===== config.mk =====
export PLATFORM = sky130hd
export DESIGN_NAME = toggle_monitor
export DESIGN_NICKNAME = d
export VERILOG_FILES = /design/src/rtl/toggle_monitor.sv
export SDC_FILE = /design/constraint.sdc
export NUM_CORES = 1
export LEC_CHECK = 0
export CAP_MARGIN = 25
export CORE_MARGIN = 2
export CORE_UTILIZATION = 50
export DETAILED_ROUTE_END_ITERATION = 7
export PLACE_DENSITY = 0.75
export SYNTH_ARGS = -nofsm -noshare
export SYNTH_HDL_FRONTEND = slang
export SYNTH_SLANG_ARGS = --single-unit

===== constraint.sdc =====
create_clock -name Clk -period 3.6 [get_ports Clk]
set_input_delay 0.72 -clock Clk [delete_from_list [all_inputs] [get_ports Clk]]
set_output_delay 0.72 -clock Clk [all_outputs]
set_load 0.02 [all_outputs]

===== src/rtl/toggle_monitor.sv =====
// toggle_monitor: counts toggles of an upstream T flip-flop output with saturation,
// and detects a 4-bit serial pattern (overlapping) in the sampled stream.
module toggle_monitor #(
  parameter int         CNT_W   = 8,
  parameter logic [3:0] PATTERN = 4'b1011
) (
  input  logic             Clk,
  input  logic             Rst,
  input  logic             Q,
  input  logic             Clr,
  output logic [CNT_W-1:0] Count,
  output logic             Sat,
  output logic             Edge,
  output logic             Match
);

  // State value equals the length of the pattern prefix matched so far.
  typedef enum logic [1:0] {S0, S1, S10, S101} state_t;

  localparam logic [CNT_W-1:0] CNT_MAX = '1;

  logic       q_s;
  logic       q_p;
  state_t     state;
  state_t     state_next;
  logic       match_next;
  logic [2:0] step;

  // One KMP step: {hit, next prefix length}. On a full match, fall back to the
  // longest proper border of PATTERN so overlapping occurrences are found.
  function automatic logic [2:0] kmp_step(input logic [1:0] k, input logic b);
    int   pat;
    int   seen;
    int   best;
    logic hit;
    pat  = int'(PATTERN);
    seen = ((pat >> (4 - int'(k))) << 1) | int'(b);
    best = 0;
    hit  = 1'b0;
    for (int j = 1; j <= 4; j++) begin
      if (j <= int'(k) + 1 && (seen & ((1 << j) - 1)) == (pat >> (4 - j)))
        best = j;
    end
    if (best == 4) begin
      hit  = 1'b1;
      best = 0;
      for (int j = 1; j <= 3; j++) begin
        if ((pat & ((1 << j) - 1)) == (pat >> (4 - j)))
          best = j;
      end
    end
    return {hit, best[1:0]};
  endfunction

  always_ff @(posedge Clk) begin
    if (Rst) begin
      q_s <= 1'b0;
      q_p <= 1'b0;
    end else begin
      q_s <= Q;
      q_p <= q_s;
    end
  end

  assign Edge = q_s ^ q_p;

  // Clear has priority over a simultaneous toggle; the count never wraps.
  always_ff @(posedge Clk) begin
    if (Rst) begin
      Count <= '0;
      Sat   <= 1'b0;
    end else if (Clr) begin
      Count <= '0;
      Sat   <= 1'b0;
    end else if (Edge && Count != CNT_MAX) begin
      Count <= Count + 1'b1;
      Sat   <= (Count + 1'b1) == CNT_MAX;
    end
  end

  always_ff @(posedge Clk) begin
    if (Rst) begin
      state <= S0;
      Match <= 1'b0;
    end else begin
      state <= state_next;
      Match <= match_next;
    end
  end

  always_comb begin
    step       = kmp_step(state, q_s);
    state_next = state_t'(step[1:0]);
    match_next = step[2];
  end

endmodule


* Yosys cells after proc, flatten, opt, wreduce, memory -nomap -nowiden
Index checks and enable logic that the tools add are counted.
** Word-level totals
- Flip-flop bits (word level) :: 14
- Output and inout port bits :: 11
** Operators by class
- $add $sub $neg :: 3
- Order comparisons :: 4
- Equal/unequal tests :: 6
- Shift-type cells :: 1
- Muxes and demuxes :: 6
- Bitwise gates (word level) :: 2
- Reductions and logical operators :: 7
** Operators by type and width (count)
- $mux 32 :: 3
- $le 3x32->1 const A :: 2
- $eq 32x4->1 const B :: 1
- $le 2x32->1 const A :: 1
- $shr 4x32->3 const A :: 1
- $add 8x1->8 const B :: 1
- $eq 8x8->1 const B :: 1
- $ne 8x8->1 const B :: 1
- $logic_and 1x1->1 :: 5
- $eq 4x4->1 const B :: 1
- $or 4x2->4 :: 1
- $reduce_or 2->1 :: 2
- $sub 3x2->4 const A :: 1
- $add 2x1->3 const B :: 1
- $eq 3x3->1 const B :: 1
- $le 3x3->1 const A :: 1
- $mux 1 :: 3
- $eq 2x2->1 const B :: 1
- $xor 1x1->1 :: 1

* Logic depth before layout (Yosys ltp)
Gate-level depths: netlist (run 1).
- Depth in word-level cells :: 10
- Gate-level depth with buffers :: 5
- Mapped depth without buffers :: 5

* Worst setup path after synthesis (run 1)
No wires, ideal clock.
- Path kind :: register -> register
- Start point :: reg Count[0]
- End point :: reg Count[5]
- Arrival time :: 1.592 ns
- Data required time :: 3.530 ns
- Path slack :: 1.938 ns
- Cell stages (with the launch flop) :: 6
- Buffers on the path :: 0
- Clock period less this slack :: 1.662 ns
- Path through :: dfxtp_1 ha_1 nand3_1 o21ai_2 or4_1 a21oi_1
** On the way
- Longest elaborated chain between the ends :: 2
- Elaborated cells on any way between the ends :: 3
- Classes of those cells :: add/sub (1); eq/ne (1); reduce/logical (1)
** Ends and longest elaborated chain
- from (decl) :: RTL line 11 : output logic [CNT_W-1:0] Count,
- from (signal assigned) :: RTL line 76 : Count <= Count + 1'b1;
- parallel branches: the longest is 2 deep, another holds $add 8x1->8
Several ways; the timed one is not identified.
A chain may end at the register's enable or synchronous reset.

* Final worst setup path (run 1)
- Start point :: reg q_s
- End point :: out Edge
** On the way
- Longest elaborated chain between the ends :: 1
** Ends and longest elaborated chain
- from (decl) :: RTL line 22 : logic q_s;
- from (signal assigned) :: RTL line 57 : q_s <= 1'b0;
- from (signal assigned) :: RTL line 60 : q_s <= Q;
- $xor 1x1->1 :: RTL line 65 : assign Edge = q_s ^ q_p;
- to (decl) :: RTL line 13 : output logic Edge,
No other way between the ends.

==> results of run 1 <==
[path summary, 6_finish.rpt]
check,to,start,slack [ns],depth (start not counted)
max,Edge,q_s,1.25,3
min,state[1],state[0],0.48,2
max reg2reg,Count[5],Count[0],1.83,5
min reg2reg,state[1],state[0],0.48,2
[logic make-up after synthesis]
kind of cell,count (synthesis)
xor+xnor,4
flops,14
mux,2
compound gates,15
buf+inv,5
simple gates,37
fa+ha+maj,2
[layer usage]
layer | GRT usage | vias to the layer above | part of all wire
met2 | 0.3047 | 23 | 0.45
met1 | 0.2721 | 291 | 0.47
met5 | 0 | - | 0
li1 | - | 316 | -
met4 | 0.1000 | 0 | 0.015
met3 | 0.06522 | 3 | 0.066
[synth_stat cells (all sizes together)]
| cell | n |
|---|---|
| xnor2 | 2 |
| nor2 | 6 |
| mux2i | 2 |
| inv | 2 |
| nand3 | 3 |
| clkbuf | 3 |
| nor2b | 3 |
| nand2b | 3 |
| o211ai | 3 |
| a41o | 1 |
| o311ai | 1 |
| nand3b | 2 |
| o41ai | 1 |
| and3 | 3 |
| dfxtp | 14 |
| nand4b | 1 |
| nand4 | 3 |
| or2 | 2 |
| a21oi | 5 |
| ha | 2 |
| o21ai | 3 |
| or4 | 1 |
| o31ai | 1 |
| nand2 | 6 |
| xor2 | 2 |
| and4 | 1 |
| or3 | 1 |
| nor3 | 2 |
[power groups by stage]
stage	Clock, uW	Sequential (uW)	Combinational [uW]
after floorplan	0	164	12.6
after global placement	0	164	22.2
after detailed placement	0	164	22.6
after CTS	116	160	22.6
after global routing	122	161	24.9
final	113	160	22.5
[sequential cells by signal (all words and copies together) (netlist names)]
signal and cells:
Match 1, Sat 1, q_s 1, Count 8
state 2, q_p 1
[through the flow]
step	util	cell area [um^2]	setup WS [ns]	hold WS (ns)	power (uW)
2_1_floorplan	-	684.4	1.938	0.4472	176.6
3_3_place_gp	0.6475	832.0	1.567	0.4741	186.0
3_5_place_dp	0.6475	832.0	1.553	0.4734	186.5
4_1_cts	0.6758	868.3	1.236	0.4871	299.2
5_1_grt	0.6758	868.3	1.181	0.5067	308.1
6_report	0.6758	868.3	1.249	0.4828	296.2
[worst max-delay path, cell delays in order (launching register included)]
cell	delay, ns
dfxtp_1	0.35
xnor2_1	0.33
inv_2	0.11
clkdlybuf4s50_1	0.56
[final cells by class]
class | instances | share of cell area
Multi-Input combinational cell | 60 | 0.4438
Sequential cell | 14 | 0.3228
Inverter | 2 | 0.008646
Timing Repair Buffer | 14 | 0.1614
Tap cell | 15 | 0.02161
Clock buffer | 4 | 0.04179
==> flow_metrics.py, run 1 <==
metrics = {
    "synth": {
        "synth_seq_cells": 14,
        "synth_warnings": 0,
        "muxShareOfSynthArea": 0.02925,
        "synth-xor-area-share": 0.05119,
        "ys_seq_area_frac": 0.4095,
        "yosys-top-cells-area": "dfxtp_1 (41%), a21oi_1 (3.7%), ha_1 (3.7%)",
        "postSynthCellCount": 79,
        "synth_fa_ha_area_frac": 0.03656,
        "yosysTopAreaCellShare": 0.4095,
        "synth_top_family_by_area": "simple AND/OR/NAND/NOR gates",
        "yosys.area.top_type": "dfxtp_1",
        "synth_cell_type_count": 30,
        "synth_compound_area_frac": 0.1481,
        "syn-cell-area_um2": 684.4,
        "synth-simple-area-share": 0.2980,
        "postSynthAreaPerCell_um2": 8.663,
        "syn_nets": 85,
    },
    "grt": {
        "grt_pass1_wl_um": 2228,
        "antenna_found_initial": 0,
        "grt_start_max_net_pins": 11,
        "gr-total-overflow": 0,
        "grt_pass1_vias": 492,
        "grt.total_usage": 0.2081,
    },
    "timing": {
        "layout_worst_path_cycle_share": 0.6531,
        "slew_viol_final": 0,
        "rsz0062_at_grt": "false",
        "setup_tns_ns": 0,
        "max_freq_mhz": 425.3,
        "finalSetupViolCount": 0,
        "slew-limit-headroom": 0.7645,
        "period_needed_ns": 2.351,
        "worstMarginPinSlew_ns": 0.3507,
        "hold_violations": 0,
        "finClkSkew_ns": 0.002428,
    },
    "pwr": {
        "power.leakage_uw": 0.0002995,
        "power.density_nw_per_um2": 341.1,
        "p_sw_uw": 66.73,
        "peakVddDrop_uv": 214.3,
        "p_clk_frac": 0.383,
        "combPwrFrac": 0.076,
        "internal_power_uw": 229.5,
        "seq_power_share": 0.541,
        "swShare": 0.2253,
    },
    "worst_setup_path": {
        "cp.required_ns": 2.88,
        "worst_setup_path_end_kind": "output pin",
        "arrival_ns": 1.63,
        "crit_path_max_fanout": 5,
        "start_kind": "register",
        "path_class": "register to output pin",
    },
    "clocking": {
        "cts_tree": "yes",
        "cts_buffer_depth": 2,
        "post_cts.repair.setup_buffers": 0,
        "ctsHtreeMaxLevel": 1,
        "insertion_delay_ns": 0.28,
        "clk_pin_slew_ns": 0.08,
        "cts_buffers": 3,
        "cts_resized": 0,
        "cts.sinks": 14,
        "holdBufCountCts": 0,
        "clk_root_buffer_cell": "clkbuf_4",
    },
    "cells_and_area": {
        "multi_input_area_um2": 385.4,
        "syn2layout_area_growth_pct": 26.87,
        "fin_cells": 109,
        "fillers": 110,
        "drive_gt1_frac": 0.08511,
        "final_cell_mix": "dfxtp_1 (14), clkdlybuf4s50_1 (14), nand2_1 (6), nor2_1 (6), a21oi_1 (5)",
        "nets": 101,
        "seqCellArea_um2": 280.3,
        "diodes": 0,
    },
    "floorplanning": {
        "num_rows": 13,
        "pin_count": 15,
        "core_area_um2": 1285,
        "floorplan.die_area_um2": 1681,
        "start_util": 0.5326,
        "die_h_um": 41.00,
        "die_x_um": 41.00,
    },
    "drt": {
        "drc_errors": 0,
        "firstDrtPassIters": 4,
        "num_vias": 633,
        "totalWireLength_um": 1401,
        "drt_iter0_drc": 18,
        "vias_per_cell": 5.807,
        "ant_nets": 0,
        "post_drt_wl_per_cell_um": 12.85,
    },
    "worst_hold_path": {
        "hold_path_class": "register to register",
    },
    "place": {
        "place_inst": 105,
        "place.gp.congestion": 0.7798,
        "hpwl_um": 1022,
        "numPortBuffers": 14,
    },
    "run_status": {
        "status": "finished clean",
    },
    "flow_run": {
        "cap_viol_max_count": 0,
    },
}
Power figures use the tool's default switching activity.
==> run 2, diff against run 1 <==
--- a/config.mk
+++ b/config.mk
@@ -7,9 +7,9 @@
 export LEC_CHECK = 0
 export CAP_MARGIN = 25
 export CORE_MARGIN = 2
-export CORE_UTILIZATION = 50
+export CORE_UTILIZATION = 47
 export DETAILED_ROUTE_END_ITERATION = 7
-export PLACE_DENSITY = 0.75
+export PLACE_DENSITY = 0.71
 export SYNTH_ARGS = -nofsm -noshare
 export SYNTH_HDL_FRONTEND = slang
 export SYNTH_SLANG_ARGS = --single-unit
==> constraint.sdc (replaced) <==
create_clock -name Clk -period 2.29 [get_ports Clk]
set_input_delay 0.458 -clock Clk [delete_from_list [all_inputs] [get_ports Clk]]
set_output_delay 0.458 -clock Clk [all_outputs]
set_load 0.02 [all_outputs]
==> run 2 against run 1 <==
Net effect: cell count fell by 0.92%; clock power rose by 16%; clock skew fell by 0.00090 ns; die area rose by 5.8%; via count up 4.1%; setup slack got worse by 1.1 ns; global-route usage fell by 3.6 points; cell area decreased by 1.6%; largest power group unchanged.
==> flow_metrics.py, run 2 (synthesized netlist as in run 1, its figures left out) <==
metrics = {
    "floorplanning": {
        "die_x_um": 42.16,
        "core_area_um2": 1334,
        "start_util": 0.5131,
        "num_rows": 13,
        "die_h_um": 42.16,
        "pin_count": 15,
        "floorplan.die_area_um2": 1777,
    },
    "timing": {
        "setup_tns_ns": 0,
        "slew-limit-headroom": 0.7460,
        "max_freq_mhz": 476.1,
        "hold_ws_ns": 0.4948,
        "hold_violations": 0,
        "period_needed_ns": 2.101,
        "finalSetupViolCount": 0,
        "worstMarginPinSlew_ns": 0.3783,
        "setup_ws_ns": 0.1895,
        "slew_viol_final": 0,
        "layout_worst_path_cycle_share": 0.9173,
        "rsz0062_at_grt": "false",
        "finClkSkew_ns": 0.001533,
    },
    "pwr": {
        "peakVddDrop_uv": 347.8,
        "power.density_nw_per_um2": 491.5,
        "power.leakage_uw": 0.0002923,
    },
    "grt": {
        "grt_pass1_wl_um": 2394,
        "grt.total_usage": 0.1726,
        "grt_start_max_net_pins": 11,
        "antenna_found_initial": 0,
        "gr-total-overflow": 0,
        "grt_pass1_vias": 553,
    },
    "cells_and_area": {
        "largest_reg_flops": 8,
        "regMostFlops": "Count",
        "drive_gt1_frac": 0.07527,
        "final_cell_mix": "dfxtp_1 (14), clkdlybuf4s50_1 (14), nand2_1 (6), nor2_1 (6), a21oi_1 (5)",
        "syn2layout_area_growth_pct": 24.86,
        "fillers": 125,
        "top_regs": "Count (8), state (2)",
        "diodes": 0,
        "nets": 101,
        "fin_cells": 108,
    },
    "clocking": {
        "clk_pin_slew_ns": 0.07,
        "post_cts.repair.setup_buffers": 0,
        "cts_resized": 0,
        "cts.sinks": 14,
        "holdBufCountCts": 0,
        "cts_buffer_depth": 2,
        "cts_tree": "yes",
        "cts_buffers": 3,
        "clk_root_buffer_cell": "clkbuf_4",
        "ctsHtreeMaxLevel": 1,
        "insertion_delay_ns": 0.27,
    },
    "drt": {
        "totalWireLength_um": 1506,
        "ant_nets": 0,
        "vias_per_cell": 6.102,
        "num_vias": 659,
        "post_drt_wl_per_cell_um": 13.94,
        "drt_iter0_drc": 26,
        "firstDrtPassIters": 4,
        "drc_errors": 0,
    },
    "place": {
        "numPortBuffers": 14,
        "pre_cts_slack_ns": 0.4385,
        "place_inst": 105,
        "hpwl_um": 1130,
        "place.gp.congestion": 0.7557,
    },
    "worst_setup_path": {
        "worst_setup_path_end_kind": "output pin",
        "cp.required_ns": 1.83,
        "crit_path_max_fanout": 5,
        "path_class": "register to output pin",
        "start_kind": "register",
        "arrival_ns": 1.64,
    },
    "worst_hold_path": {
        "hold_path_class": "register to register",
    },
    "flow_run": {
        "cap_viol_max_count": 0,
    },
    "run_status": {
        "status": "finished clean",
    },
}
[run 2: critical path, stage by stage (launching register included)]
cell and delay, ns:
dfxtp_1 0.35, xnor2_1 0.36, inv_2 0.11, clkdlybuf4s50_1 0.55
[run 2: final cells by class]
type                       count  area (um^2)  area share
tap                           15        18.77     0.02196
timing repair buffer          14        140.1      0.1640
inverter                       2        7.507    0.008785
multi-input combinational     60        385.4      0.4510
clock buffer                   3        22.52     0.02635
sequential                    14        280.3      0.3280
[run 2: worst paths after layout]
| check | cells past startpoint | from | slack (ns) | end |
|---|---|---|---|---|
| min reg2reg | 1 | state[1] | 0.49 | Match |
| max | 3 | q_s | 0.19 | Edge |
| max reg2reg | 5 | Count[1] | 0.48 | Sat |
| min | 1 | state[1] | 0.49 | Match |
[run 2: report_power, final]
group	internal (uW)	switching [uW]	leakage [uW]	total, uW
logic	16.7	19.5	0.000165	36.1
clock network	60.9	70.5	0.0000138	131
registers	247	5.26	0.000114	252
[run 2: per-layer routing]
| metal | routed length (um) | vias to the layer above | global-route usage |
|---|---|---|---|
| li1 | - | 316 | - |
| met4 | 22 | 0 | 0.04375 |
| met2 | 732 | 27 | 0.2892 |
| met3 | 101 | 6 | 0.06466 |
| met5 | 0 | - | 0 |
| met1 | 649 | 310 | 0.2063 |
[run 2: through the flow]
step	util	total power, uW	instance area (um^2)
final	0.6407	420.1	854.6
after global routing	0.6407	436.1	854.6
after CTS	0.6407	422.5	854.6
after detailed placement	0.6238	294.2	832.0
after global placement	0.6238	292.9	832.0
after floorplan	-	277.6	684.4
